--- src/rtl/hs_unit_pkg.sv ---
// Purpose: shared constants and helpers for the handshaked pipeline units.
// Latency: n/a (package only).
// Backpressure: n/a (package only).
// Contents: HS_PIPE_DEPTH_MAX (upper bound on pipeline depth) and
//           hs_occ_width(depth) (bits needed to count 0..depth beats).
package hs_unit_pkg;

  localparam int HS_PIPE_DEPTH_MAX = 64;

  // Width of a counter that must represent every value from 0 to depth inclusive.
  function automatic int hs_occ_width(input int depth);
    return $clog2(depth + 1);
  endfunction

endpackage

--- src/rtl/hs_unit_pipe_stage.sv ---
// Purpose: one valid/data register stage of the handshaked pipeline.
// Latency: 1 cycle from load to visible on o_vld/o_dat.
// Backpressure: loads only when empty or when the next stage is ready, otherwise holds.
// Ports:
//   clk, rst   rising-edge clock, synchronous active-high reset (clears valid only)
//   flush      clears the valid bit next cycle
//   i_vld/i_dat  beat offered by the previous stage (or the pipe input)
//   i_nxt_rdy  ready of the stage downstream (out_ready for the last stage)
//   o_vld/o_dat  registered beat held by this stage
module hs_unit_pipe_stage
  import hs_unit_pkg::*;
#(
  parameter type DATA_TYPE = logic
) (
  input  logic     clk,
  input  logic     rst,
  input  logic     flush,
  input  logic     i_vld,
  input  DATA_TYPE i_dat,
  input  logic     i_nxt_rdy,
  output logic     o_vld,
  output DATA_TYPE o_dat
);

  logic     r_vld;
  DATA_TYPE r_dat;
  logic     w_rdy;

  // An empty stage can always take a beat, which is what collapses bubbles.
  assign w_rdy = !r_vld || i_nxt_rdy;

  always_ff @(posedge clk) begin
    if (rst) begin
      r_vld <= 1'b0;
    end else if (flush) begin
      r_vld <= 1'b0;
    end else if (w_rdy) begin
      r_vld <= i_vld;
    end
  end

  // Payload has no reset and is only written for a real incoming beat.
  always_ff @(posedge clk) begin
    if (w_rdy && i_vld) begin
      r_dat <= i_dat;
    end
  end

  assign o_vld = r_vld;
  assign o_dat = r_dat;

endmodule

--- src/rtl/hs_unit_pipe_reg.sv ---
// Purpose: DEPTH-stage valid/ready pipeline register for retiming between streaming units.
// Latency: DEPTH cycles from input handshake to out_valid when unstalled; 1 beat/cycle.
// Backpressure: out_ready ripples combinationally to in_ready; empty stages absorb bubbles.
// Ports:
//   clk, rst            rising-edge clock, synchronous active-high reset
//   flush               drops every in-flight beat; in_ready is 0 that cycle
//   in_valid/in_ready/in_data     upstream handshake
//   out_valid/out_ready/out_data  downstream handshake (out_data undefined when !out_valid)
//   occupancy           count of valid stages; only with HS_UNIT_PIPE_OCC_EN defined
module hs_unit_pipe_reg
  import hs_unit_pkg::*;
#(
  parameter type DATA_TYPE = logic,
  parameter int  DEPTH     = 2
) (
  input  logic     clk,
  input  logic     rst,
  input  logic     flush,
  input  logic     in_valid,
  output logic     in_ready,
  input  DATA_TYPE in_data,
  output logic     out_valid,
  input  logic     out_ready,
  output DATA_TYPE out_data
`ifdef HS_UNIT_PIPE_OCC_EN
  ,
  output logic [hs_occ_width(DEPTH)-1:0] occupancy
`endif
);

  if (DEPTH < 1 || DEPTH > HS_PIPE_DEPTH_MAX) begin : g_bad_depth
    $error("hs_unit_pipe_reg: DEPTH %0d outside 1..%0d", DEPTH, HS_PIPE_DEPTH_MAX);
  end

  logic [DEPTH-1:0] w_vld;
  logic [DEPTH:0]   w_rdy;
  DATA_TYPE         w_dat [DEPTH];

  assign w_rdy[DEPTH] = out_ready;

  for (genvar i = 0; i < DEPTH; i++) begin : g_stg
    logic     w_in_vld;
    DATA_TYPE w_in_dat;

    // Stage i is ready when out_ready is high or any stage from i to the
    // end is empty. This is the unrolled form of rdy[i] = !vld[i] || rdy[i+1]
    // and keeps the ready vector free of self-dependence.
    assign w_rdy[i] = out_ready || !(&w_vld[DEPTH-1:i]);

    if (i == 0) begin : g_head
      assign w_in_vld = in_valid && !flush;
      assign w_in_dat = in_data;
    end else begin : g_body
      assign w_in_vld = w_vld[i-1];
      assign w_in_dat = w_dat[i-1];
    end

    hs_unit_pipe_stage #(
      .DATA_TYPE(DATA_TYPE)
    ) u_stage (
      .clk      (clk),
      .rst      (rst),
      .flush    (flush),
      .i_vld    (w_in_vld),
      .i_dat    (w_in_dat),
      .i_nxt_rdy(w_rdy[i+1]),
      .o_vld    (w_vld[i]),
      .o_dat    (w_dat[i])
    );
  end

  assign in_ready  = w_rdy[0] && !flush;
  assign out_valid = w_vld[DEPTH-1];
  assign out_data  = w_dat[DEPTH-1];

`ifdef HS_UNIT_PIPE_OCC_EN
  localparam int OCC_W = hs_occ_width(DEPTH);

  logic [OCC_W-1:0] r_occ;
  logic             w_in_hs;
  logic             w_out_hs;

  assign w_in_hs  = in_valid && in_ready;
  assign w_out_hs = out_valid && out_ready;

  // Tracks popcount of the valid bits; a simultaneous accept and emit cancels.
  always_ff @(posedge clk) begin
    if (rst || flush) begin
      r_occ <= '0;
    end else if (w_in_hs && !w_out_hs) begin
      r_occ <= r_occ + OCC_W'(1);
    end else if (!w_in_hs && w_out_hs) begin
      r_occ <= r_occ - OCC_W'(1);
    end
  end

  assign occupancy = r_occ;
`endif

endmodule

--- config.mk ---
export PLATFORM = sky130hd
export DESIGN_NAME = hs_unit_pipe_reg
export DESIGN_NICKNAME = d
export VERILOG_FILES = /design/src/rtl/hs_unit_pkg.sv /design/src/rtl/hs_unit_pipe_stage.sv /design/src/rtl/hs_unit_pipe_reg.sv
export SDC_FILE = /design/constraint.sdc
export NUM_CORES = 1
export LEC_CHECK = 0
export BUFFER_PORTS_ARGS = -buffer_cell sky130_fd_sc_hd__buf_2
export CAP_MARGIN = 20
export CORE_AREA = 2 2 39 41
export DETAILED_ROUTE_END_ITERATION = 6
export DIE_AREA = 0 0 41 43
export PLACE_DENSITY = 0.39
export SYNTH_ARGS = -nofsm -noshare
export SYNTH_HDL_FRONTEND = slang
export SYNTH_SLANG_ARGS = --single-unit
--- constraint.sdc ---
create_clock -name clk -period 1.1 [get_ports clk]
set_clock_uncertainty 0.15 [all_clocks]
set_input_delay 0.11 -clock clk [delete_from_list [all_inputs] [get_ports clk]]
set_output_delay 0.11 -clock clk [all_outputs]
set_load 0.005 [all_outputs]
==> results.txt <==
The largest buffer count on any clock path came out at 2. The critical path depth is 4. The number of pins with negative max-slew slack in the final report came out at 0.

Counting flops and latches in the post-synthesis netlist gives 4. The final net count came out at 38. The initial core utilization is 11.3%. The area inside the core boundary is around 1400 µm². The placer's final routability congestion estimate came out at 0.554. The mean cell area of the mapped netlist came out at 13.0 µm². Adding up every negative setup slack in the final design gives -0.534 ns.

The remaining max-slew budget at the tightest pin is 89.8%. The number of vias in the routed layout came out at 164. The net switching power is ~84 µW. The flow ran to the end, but the final reports show violations. The count of H-tree levels built during CTS came out at 1. The number of antenna repair diodes is 0. The mapped cell area came out at 156 µm².

The number of remaining DRC errors came out at 0. The analysis attributes to cell leakage a power of 0.000144 µW. In this run, placement finished with an instance count of 37. Fill cells in the final layout number 151. The number of nets with antenna violations after detailed routing came out at 0. Pin placement for this block handled 9 I/O pins.

During synthesis, Yosys emitted a total of 0 warnings. The synthesized netlist net count came out at 18. The slowest stage of the critical path belongs to the cell sky130_fd_sc_hd__dfxtp_2. The count of max-cap constraint violations came out at 0. The peak clock frequency supported by timing is ~760 MHz. On the worst path, the slowest cell contributes a delay of about 0.31 ns. The measured slew at the worst slew-check pin is 0.153 ns.

The required time of the critical path came out at 0.84 ns. The cell count after synthesis is 12. The checks that failed: negative setup slack. For this block, the routed nets add up to around 460 µm of wire. For this run, the detailed router's first-pass iteration total came to 2. The aggregate global routing overflow is 0. The sink count of the clock tree came out at 4. Relative to the synthesized area, the layout overhead comes to 108%. The startpoint class of the critical path is a register.

The finished layout holds 46 standard cells, fillers aside. The number of global-route vias before repair is 150. The number of design-rule violations left by the first detailed-router iteration came out at 1. STA classifies the critical path endpoint as a primary output.

In this run, the clock network consumes between 40 and 50% of the power. The setup-violating endpoint count in the final report came out at 4. The shortest period the worst path allows is ~1.3 ns.

Port buffering added 8 buffers. The instance count along the most critical hold path came out at 3. The setup slack after placement came out at -0.0345 ns. The proportion of synthesized chip area in sequential cells is about 64%. The overall global routing resource usage is roughly 6.4%. The die boundary height is 43 µm. Hold is met by 0.0351 ns. The critical path goes through and3b_2 -> buf_6 -> nor2_1 -> buf_2. The worst endpoint data arrival time came out at 1.06 ns.

The peak supply drop is 0.341 mV. The total number of placement rows is 14. The initial antenna violation count was 0. The fraction of the cycle the final worst path needs is 120%. The power density over the cells is between 1000 and 1500 nW/µm². In the routed layout, each cell is associated on average with a via count of roughly 3.6. The later pin in the worst-skew pair is clocked with a latency of 0.24 ns. The switching share of power is 21.3%. The critical path in this run is classified as register to primary output. The final-report hold violation count came out at 0. The TritonCTS clock tree is built. The fraction of layout instances using a drive strength above 1 came out at between 60% and 70%. The full die area came out at 1760 µm². The first global-routing pass estimated around 660 µm of wire. The number of cells on the worst reg-to-reg path is 3. Dividing the detail-routed wire length by the instance count gives 9.93 µm. The share of total power dissipated in sequential elements is 41.9%. The cell sitting at the root of the clock tree is a sky130_fd_sc_hd__clkbuf_4. Setup repair after global routing could not meet its margin everywhere. The pin count of the biggest net entering global routing is 4. The tightest min-delay check is of the primary input to register type. The internal power of the cells is 312 µW. The cell family contributing the most delay on the critical path is flip-flops. The clock-pin slew reported for the worst setup and hold paths after clock tree synthesis came out at about 0.04 ns. The worst path setup slack after routing is -0.216 ns. The number of different library cells in the post-synthesis netlist is 7. The total buffers and inverters traversed by the critical path came out at 2. The post-route core utilization came out at 23.5%.

The combinational group share of total power is 9.7%. The maximum fanout along the worst path came out at 2. The number of buffers created by CTS is 3. The die boundary width is 41 µm.
## what timing repair did
item | CTS | global route
resized for setup | 3 | 5
hold buffers | 3 | 0
buffers inserted | 2 | 1
endpoints found under the hold margin | 3 | 0
pin swaps | 1 | 0
endpoints found under the setup margin | 2 | 4
## sequential cells by signal, indices dropped and copies added, names as in the netlist
name / count
g_stg.u_stage.o_vld: 2
g_stg.u_stage.o_dat: 2
## per-layer routing
| layer | track usage (%) | wire, µm | vias to the layer above |
|---|---|---|---|
| li1 | - | - | 80 |
| met1 | 7.10 | 190 | 70 |
| met2 | 6.56 | 172 | 12 |
| met3 | 6.28 | 80 | 2 |
| met4 | 6.00 | 14 | 0 |
| met5 | 0 | 0 | - |
## cells in the mapped netlist
library cell	number	area [µm²]
sky130_fd_sc_hd__nor2b_1	2	12.5
sky130_fd_sc_hd__and3b_1	1	8.76
sky130_fd_sc_hd__edfxtp_1	2	60.1
sky130_fd_sc_hd__nor2_1	2	7.51
sky130_fd_sc_hd__dfxtp_1	2	40.0
sky130_fd_sc_hd__o21a_1	2	15.0
sky130_fd_sc_hd__nor3b_2	1	12.5
## worst paths after layout
| path | from | end | slack, ns |
|---|---|---|---|
| worst min-delay path | flush | g_stg[0].u_stage.o_vld | 0.04 |
| worst max register to register | g_stg[1].u_stage.o_vld | g_stg[0].u_stage.o_dat | -0.17 |
| worst min register to register | g_stg[0].u_stage.o_dat | g_stg[1].u_stage.o_dat | 0.26 |
| worst max-delay path | g_stg[1].u_stage.o_vld | in_ready | -0.22 |
## power by group through the flow
stage                     logic, µW  clock network, µW  registers [µW]
after floorplan                8.52                  0             168
after global placement         23.4                  0             168
after detailed placement       24.1                  0             168
after CTS                      33.7                195             166
after global routing           42.6                206             166
final                          38.3                192             166
## cell families after synthesis
| kind of cell | Yosys count | share of synthesized area [%] |
|---|---|---|
| simple gates | 6 | 26.4 |
| flops | 4 | 64.0 |
| compound gates | 2 | 9.60 |
## worst min-delay path: stages
cell,delay (ns)
sky130_fd_sc_hd__buf_2,0.11
sky130_fd_sc_hd__nor2_1,0.06
sky130_fd_sc_hd__o21a_1,0.10
## cells in the final DEF, fill, tap and decap left out
| cell | count |
|---|---|
| sky130_fd_sc_hd__nor2_1 | 2 |
| sky130_fd_sc_hd__and3b_2 | 1 |
| sky130_fd_sc_hd__dfxtp_2 | 1 |
| sky130_fd_sc_hd__buf_4 | 2 |
| sky130_fd_sc_hd__dfxtp_1 | 1 |
| sky130_fd_sc_hd__edfxtp_1 | 2 |
| sky130_fd_sc_hd__clkbuf_4 | 3 |
| sky130_fd_sc_hd__nor2b_4 | 1 |
| sky130_fd_sc_hd__dlygate4sd3_1 | 3 |
| sky130_fd_sc_hd__buf_2 | 7 |
| sky130_fd_sc_hd__nor2b_2 | 1 |
| sky130_fd_sc_hd__buf_6 | 3 |
| sky130_fd_sc_hd__o21a_1 | 2 |
| sky130_fd_sc_hd__nor3b_2 | 1 |
## area by class of cell
type	count	area [µm²]	share of cell area, %
repair buffers	15	114	35.0
flip-flops and latches	4	101	31.2
multi-input cells	8	67.6	20.8
clock buffers	3	22.5	6.92
well taps	16	20.0	6.15
## stage by stage
step / total power [µW] / cell area [µm²]
after floorplan: 176 / 156
after global placement: 191 / 224
after detailed placement: 192 / 224
after CTS: 395 / 298
after global routing: 415 / 325
final: 396 / 325
(Power assumes the default switching activity.)
